==> src/rtl/kpyd_scan_ctrl_if.sv <==
// kpyd_scan_ctrl_if: keypad matrix lines plus key-code valid/ready handshake.
interface kpyd_scan_ctrl_if;
  logic [3:0] col;
  logic [3:0] row;
  logic [7:0] kpyd;
  logic       valid;
  logic       ready;
  logic       busy;
  modport master (input col, ready, output row, kpyd, valid, busy);
  modport slave  (output col, ready, input row, kpyd, valid, busy);
endinterface

==> src/rtl/kpyd_scan_ctrl.sv <==
// kpyd_scan_ctrl: 4x4 keypad row scanner with debounce and one-hot key code handshake.
module kpyd_scan_ctrl #(
  parameter int SCAN_CYCLES    = 1000,
  parameter int DEBOUNCE_SCANS = 4
) (
  input logic                clk_i,
  input logic                reset_n_i,
  kpyd_scan_ctrl_if.master   kp
);
  localparam int DW = $clog2(SCAN_CYCLES);
  localparam int CW = $clog2(DEBOUNCE_SCANS + 1);
  localparam logic [DW-1:0] LAST = DW'(SCAN_CYCLES - 1);
  localparam logic [CW-1:0] DS = CW'(DEBOUNCE_SCANS);
  typedef enum logic [1:0] {IDLE, DEBOUNCE, PRESENT, WAIT_RELEASE} state_t;
  state_t        state;
  logic [3:0]    col_s1, col_s2;
  logic [1:0]    r;
  logic [DW-1:0] dwell;
  logic [15:0]   snap, snap_n;
  logic [CW-1:0] cnt, cnt_inc;
  logic [7:0]    cand, code, kpyd;
  logic          valid, last, scan_done, none, single;
  assign last      = dwell == LAST;
  assign scan_done = last && r == 2'd3;
  assign cnt_inc   = cnt + 1'b1;
  assign kp.row    = 4'b0001 << r;
  assign kp.kpyd   = kpyd;
  assign kp.valid  = valid;
  assign kp.busy   = state != IDLE;
  always_ff @(posedge clk_i) begin
    if (!reset_n_i) begin
      col_s1 <= '0;
      col_s2 <= '0;
      r      <= '0;
      dwell  <= '0;
      snap   <= '0;
    end else begin
      col_s1 <= kp.col;
      col_s2 <= col_s1;
      dwell  <= last ? '0 : dwell + 1'b1;
      if (last) begin
        r    <= r + 1'b1;
        snap <= snap_n;
      end
    end
  end
  // Classify the scan including the row being sampled this cycle.
  always_comb begin
    snap_n = snap;
    snap_n[{r, 2'b00} +: 4] = col_s2;
  end
  always_comb begin
    code = '0;
    for (int i = 0; i < 4; i++) begin
      code[i]     = |snap_n[4*i +: 4];
      code[4 + i] = snap_n[i] | snap_n[4 + i] | snap_n[8 + i] | snap_n[12 + i];
    end
  end
  assign none   = snap_n == '0;
  assign single = $onehot(snap_n);
  always_ff @(posedge clk_i) begin
    if (!reset_n_i) begin
      state <= IDLE;
      cnt   <= '0;
      cand  <= '0;
      kpyd  <= '0;
      valid <= 1'b0;
    end else case (state)
      IDLE: if (scan_done && single) begin
        cand <= code;
        cnt  <= CW'(1);
        if (DS == CW'(1)) begin
          state <= PRESENT;
          kpyd  <= code;
          valid <= 1'b1;
        end else state <= DEBOUNCE;
      end
      DEBOUNCE: if (scan_done) begin
        if (!single) begin
          cnt   <= '0;
          state <= IDLE;
        end else if (code != cand) begin
          cand <= code;
          cnt  <= CW'(1);
        end else begin
          cnt <= cnt_inc;
          if (cnt_inc == DS) begin
            state <= PRESENT;
            kpyd  <= cand;
            valid <= 1'b1;
          end
        end
      end
      PRESENT: if (kp.ready) begin
        valid <= 1'b0;
        cnt   <= '0;
        state <= WAIT_RELEASE;
      end
      WAIT_RELEASE: if (scan_done) begin
        if (none) begin
          cnt <= cnt_inc;
          if (cnt_inc == DS) state <= IDLE;
        end else cnt <= '0;
      end
      default: state <= IDLE;
    endcase
  end
endmodule

==> src/flat_wrapper.sv <==
// flat-port wrapper written by rule: the top's interface ports become plain ports
module kpyd_scan_ctrl_flat 
#(
  parameter int SCAN_CYCLES    = 1000,
  parameter int DEBOUNCE_SCANS = 4
)
  (clk_i, reset_n_i, kp_col, kp_ready, kp_row, kp_kpyd, kp_valid, kp_busy);
  kpyd_scan_ctrl_if kp_i ();
  input logic clk_i;
  input logic reset_n_i;
  input wire logic [$bits(kp_i.col)-1:0] kp_col;
  input wire logic [$bits(kp_i.ready)-1:0] kp_ready;
  output wire logic [$bits(kp_i.row)-1:0] kp_row;
  output wire logic [$bits(kp_i.kpyd)-1:0] kp_kpyd;
  output wire logic [$bits(kp_i.valid)-1:0] kp_valid;
  output wire logic [$bits(kp_i.busy)-1:0] kp_busy;
  assign kp_i.col = kp_col;
  assign kp_i.ready = kp_ready;
  assign kp_row = kp_i.row;
  assign kp_kpyd = kp_i.kpyd;
  assign kp_valid = kp_i.valid;
  assign kp_busy = kp_i.busy;
  kpyd_scan_ctrl #(.SCAN_CYCLES(SCAN_CYCLES), .DEBOUNCE_SCANS(DEBOUNCE_SCANS)) u_core (.clk_i(clk_i), .reset_n_i(reset_n_i), .kp(kp_i));
endmodule
==> config.mk <==
export PLATFORM = sky130hd
export DESIGN_NAME = kpyd_scan_ctrl_flat
export DESIGN_NICKNAME = d
export VERILOG_FILES = /design/src/rtl/kpyd_scan_ctrl_if.sv /design/src/rtl/kpyd_scan_ctrl.sv /design/src/flat_wrapper.sv
export SDC_FILE = /design/constraint.sdc
export NUM_CORES = 1
export LEC_CHECK = 0
export ABC_AREA = 1
export CAP_MARGIN = 20
export CELL_PAD_IN_SITES_DETAIL_PLACEMENT = 0
export CELL_PAD_IN_SITES_GLOBAL_PLACEMENT = 2
export CORE_AREA = 4 4 121 94
export DETAILED_ROUTE_END_ITERATION = 16
export DIE_AREA = 0 0 125 98
export PLACE_DENSITY_LB_ADDON = 0.1
export RECOVER_POWER = 50
export SYNTH_ARGS = -nofsm -noshare
export SYNTH_HDL_FRONTEND = slang
export SYNTH_SLANG_ARGS = --single-unit
==> constraint.sdc <==
create_clock -name clk_i -period 12.16 [get_ports clk_i]
set_input_delay 1.216 -clock clk_i [delete_from_list [all_inputs] [get_ports clk_i]]
set_output_delay 1.216 -clock clk_i [all_outputs]
set_load 0.02 [all_outputs]
-- Yosys cells after proc, flatten, opt, wreduce, memory -nomap -nowiden
Cells that the tools add are included.
- $add $sub $neg: 19
- equal/unequal tests: 20
- shifts and indexed selects: 3
- muxes and demuxes: 30
- bitwise logic cells: 14
- reduce and logical (&&, ||, !) cells: 17
- operators by type and width (operator ; count):
    adder 5 bit ; 7
    two-way mux 8 bit ; 4
    two-way mux 3 bit ; 7
    two-way mux 2 bit ; 9
    adder 1 x 1 -> 2 bit ; 8
    bitwise mux 16 bit ; 1
    zero test 16 bit ; 1
    != test 2 x 1 -> 1 bit, second input constant ; 8
    case mux 8 bit (2 select lines) ; 1
    OR reduction 4 bit ; 4
    variable shift 4 x 6 -> 16 bit, first input constant ; 1
    variable part select 4 x 6 -> 16 bit ; 1
    bitwise OR 1 bit ; 12
    case mux 3 bit (4 select lines) ; 1
    adder 10 x 1 -> 10 bit, second input constant ; 1
    == test 10 bit, second input constant ; 1
    AND reduction 5 bit ; 2
    != test 8 bit ; 1
    case mux 2 bit (4 select lines) ; 1
    AND reduction 8 bit ; 1
    == test 2 bit, second input constant ; 3
    != test 3 bit, second input constant ; 2
    negation 4 -> 6 bit ; 1
    AND reduction 6 bit ; 1
    15 further kinds ; 24
- flip-flop bits (word level): 58
- input port bits: 7
- output and inout port bits: 14
- logic and storage cells: 113

-- Logic depth before layout (Yosys ltp)
- word-level depth: 11
- gate-level depth with buffers: 29
- gate-level depth less buffers: 27

-- Worst setup path before layout
Ideal clock, no wire load.
- kind: reg2reg
- start point: register u_core.r[0]
- end point: register u_core.cand[0]
- setup time: 0.116 ns
- arrival time: 5.626 ns
- data required time: 12.044 ns
- setup slack: 6.418 ns
- stages on the path, launching flop included: 25
- path buffers: 1
- clock period less this slack: 5.742 ns
- cell sequence: dfxtp_1 -> buf_6 -> inv_2 -> ha_1 -> nor2_2 -> nand3_1 -> nand2_1 -> inv_1 -> ha_1 -> inv_1 -> fa_1 -> fa_1 -> fa_1 -> inv_1 -> fa_1 -> ha_1 -> fa_1 -> nor2_1 -> nand3b_1 -> a21oi_1 -> nand2_1 -> nor4_2 -> nand2_2 -> o21ai_0 -> nor2_1
- cells in the longest elaborated chain, start to end: 11
- elaborated cells between the ends (all ways): 50
- those cells by class: add/sub (16); eq/ne (7); shift (2); mux (6); bitwise (12); reduce/logical (7)
- ends and longest elaborated chain (item ; RTL line ; source):
    start, declared ; kpyd_scan_ctrl.sv:17 ; logic [1:0] r;
    start signal, assigned ; kpyd_scan_ctrl.sv:42 ; r <= r + 1'b1;
    negation 4 -> 6 bit (*) ; kpyd_scan_ctrl.sv:50 ; snap_n[{r, 2'b00} +: 4] = col_s2;
    variable part select 4 x 6 -> 16 bit / variable shift 4 x 6 -> 16 bit (equally long branches) ; kpyd_scan_ctrl.sv:50 ;
    bitwise mux 16 bit (*) ; kpyd_scan_ctrl.sv:50 ;
    named net u_core.snap_n[0] ; kpyd_scan_ctrl.sv:19 ; logic [15:0] snap, snap_n;
    adder 1 x 1 -> 2 bit (not written as such) ; kpyd_scan_ctrl.sv:60 ; assign single = $onehot(snap_n);
    adder 5 bit (not written as such) (3 in series) ; kpyd_scan_ctrl.sv:60 ;
    == test 5 x 1 -> 1 bit ; kpyd_scan_ctrl.sv:60 ;
    logical AND 1 bit ; kpyd_scan_ctrl.sv:69 ; IDLE: if (scan_done && single) begin
    != test 2 x 1 -> 1 bit (no line) ; -- ;
    AND reduction 5 bit (no line) ; -- ;
    end signal, assigned ; kpyd_scan_ctrl.sv:70 ; cand <= code;
    end signal, assigned ; kpyd_scan_ctrl.sv:83 ; cand <= code;
    end, declared ; kpyd_scan_ctrl.sv:21 ; logic [7:0] cand, code, kpyd;
Mark *: on every way through the listed nets, which the timed path passes. The rest lies on a longest branch. The select of a mux whose other input is x is not followed.
A chain may end at the register's enable or synchronous reset.

-- Final worst setup path
- start point: register u_core.r[0]
- end point: register u_core.cand[3]
- cells in the longest elaborated chain, start to end: 11
- elaborated cells between the ends (all ways): 50
- those cells by class: add/sub (16); eq/ne (7); shift (2); mux (6); bitwise (12); reduce/logical (7)
- ends and longest elaborated chain (item ; RTL line):
    negation 4 -> 6 bit (*) ; kpyd_scan_ctrl.sv:50
    variable part select 4 x 6 -> 16 bit / variable shift 4 x 6 -> 16 bit (equally long branches) ; kpyd_scan_ctrl.sv:50
    bitwise mux 16 bit (*) ; kpyd_scan_ctrl.sv:50
    named net u_core.snap_n[0] ; kpyd_scan_ctrl.sv:19
    adder 1 x 1 -> 2 bit (not written as such) ; kpyd_scan_ctrl.sv:60
    adder 5 bit (not written as such) (3 in series) ; kpyd_scan_ctrl.sv:60
    == test 5 x 1 -> 1 bit ; kpyd_scan_ctrl.sv:60
    logical AND 1 bit ; kpyd_scan_ctrl.sv:69
    != test 2 x 1 -> 1 bit (no line) ; --
    AND reduction 5 bit (no line) (*) ; --
Marked as above.

==> results_dict.tcl <==
set metrics [dict create \
    synth_seq_area_share_pct 32.3 \
    clock-sinks 58 \
    synth.avg_cell_area_sq_um 7.13 \
    dr.pass1.iters 4 \
    pin_count 21 \
    area_delta_synth_final_pct 18.4 \
    drtIter0Drc 136 \
    vias 3022 \
    initial_utilization_pct 35.4 \
    drive_gt1_share_pct 6.58 \
    port_buffers 20 \
    setup_viol 0 \
    dp_slack_ns 5.64 \
    mostFrequentLayoutCells "99 x nand2_1, 90 x inv_1, 72 x nor2_1" \
    clk_pin_slew_worst_paths_ns 0.05 \
    die_w_microns 125 \
    synth_cell_types 30 \
    worstPathArrival_ns 6.76 \
    slew_headroom_pct 5.57 \
    cp.required_ns 12.38 \
    synth_seq_cells 58 \
    antenna_found_initial 0 \
    htree_levels 3 \
    wl_per_cell_microns 13.1 \
    synth.cell_area_sq_um 3600 \
    core_area_sq_um 10200 \
    cts-root-buf "clkbuf_16" \
    worst_slack_ns 5.62 \
    final_nets 577 \
    fmax_ghz 0.153 \
    final_antenna_net_count 0 \
    status "finished, final reports clean" \
    yosysWarnings 0 \
    clk_path_buf_depth 2 \
    clock_skew_ns 0.00636 \
    critPathKind "flop to flop" \
    hold_buffers 0 \
    synth_cells 505 \
    nFillCells 1095 \
    cts_post_setup_buffers_inserted 0 \
    period_needed_ns 6.54 \
    routed_wl_microns 8740 \
    ir_worst_vdd_mv 0.0866 \
    multi_input_area_sq_um 2030 \
    ff_latch_area_sq_um 1160 \
    hold_violations 0 \
    worstPathCellList "inv_2 -> ha_1 -> nor2_2 -> nand3_1 -> nand2_1 -> inv_1 -> ha_1 -> inv_1 -> fa_1 -> fa_1 -> fa_1 -> inv_1 -> fa_1 -> ha_1 -> fa_1 -> nor2_1 -> nand3b_1 -> a21oi_1 -> nand2_1 -> nor4_2 -> nand2_2 -> o21ai_0 -> nor2_1" \
    grt_usage_pct 15.4 \
    dieArea_sq_um 12300 \
    synth_async_sr_flop_share_pct 0 \
    cp-start-kind "flop" \
    clk-insertion-delay-late_ns 0.33 \
    rsz0062_at_grt "no" \
    numCtsBuffers 9 \
    end_kind "flop" \
    crit_path_frequent_cell "fa_1" \
    grt_max_degree 40 \
    post-route-drc-count 0 \
    p_per_area_nw_per_um2 118 \
    cts_tree "built" \
    viasPerCell 4.52 \
    place_congestion 0.816 \
    synth_edf_count 0 \
    first_global_vias 3067 \
    grt_pass1_wl_microns 15000 \
    worst_slew_pin_slew_ns 1.42 \
    critPathSlowestCell "nor4_2" \
    slowest_delay_ns 0.75 \
    syn_nets 555 \
    final_util_pct 41.9 \
    die_h_microns 98 \
    final_common_cell "nand2_1" \
    post-route-period-util_pct 53.7 \
    rows 32 \
    grt_overflow_total 0 \
    fin_setup_tns_ns 0 \
    num_antenna_cells 0 \
    ys.flop_type "dfxtp_1" \
    p_leak_nw 1.95 \
    slew_violations 0 \
    hp-class "flop to flop" \
    dp_hpwl_microns 6690 \
    drv_cap 0 \
    path_max_fanout 13 \
    cts_resized 0 \
]
-- cell type report --
class	count	share of cell area [%]
Clock buffer	11	5.46
Multi-Input combinational cell	341	47.6
Inverter	95	8.37
Timing Repair Buffer	22	4.96
Tap cell	136	3.99
Sequential cell	58	27.2
Clock inverter	5	2.41
-- where the power goes --
part	internal, W	switching [W]
clock	0.000200	0.0000885
combinational	0.00000772	0.0000138
sequential	0.000192	0.00000164
-- logic make-up after synthesis --
kind of cell	share of synthesized area (%)
xor+xnor	1.22
fa+ha+maj	17.2
simple gates	27.1
flops	32.3
compound gates	10.7
buf+inv	11.5
-- registers in the layout, indices dropped and copies added, names as in the netlist, named ones only --
name             flops
u_core.col_s1        4
u_core.kp.valid      1
u_core.state         1
u_core.r             2
u_core.kp.kpyd       8
u_core.dwell        10
u_core.snap         16
u_core.cand          8
u_core.col_s2        4
u_core.cnt           3
-- worst paths after layout --
check | start | to | slack (ns) | depth (start not counted)
worst min register to register | u_core.col_s1[2] | u_core.col_s2[2] | 0.41 | 2
worst max register to register | u_core.r[0] | u_core.cand[3] | 5.62 | 23
worst max-delay path | u_core.r[0] | u_core.cand[3] | 5.62 | 23
worst min-delay path | u_core.col_s1[2] | u_core.col_s2[2] | 0.41 | 2
-- per-layer routing --
layer	share of wire [%]	vias up	global-route usage (%)
li1	-	1633	-
met1	55	1345	22.6
met2	40	33	21.6
met3	4.1	11	4.26
met4	1.5	0	5.17
met5	0	-	0
-- critical path, delay by kind of cell (launching register included) --
kind,cells,cell delay (ns)
simple gates,9,1.81
compound gates,2,0.38
flops,1,0.59
fa+ha+maj,8,3.30
buf+inv,4,0.32
-- synthesized netlist by cell type, types with 5 or more instances --
cell type  count  area (sq um)
a211oi_1      16           120
a21oi_1       23           115
clkbuf_1       8          30.0
dfxtp_1       58          1160
fa_1          11           220
ha_1          32           400
inv_1         90           338
inv_2          5          18.8
nand2_1       99           372
nand3_1       28           140
nand4_1        6          37.5
nor2_1        73           274
nor3_1         5          25.0
o21ai_0       16          80.1
o21ai_1        7          35.0
-- per-stage QoR --
stage               hold slack (ns)  cells  cell area [sq um]  total power (W)
floorplan                     0.390    505               3600         0.000213
global placement              0.394    652               3930         0.000220
detailed placement            0.401    652               3930         0.000220
CTS                           0.408    668               4270         0.000514
global route                  0.438    668               4260         0.000527
finish                        0.406    668               4260         0.000504
Power figures use the tool's default switching activity.
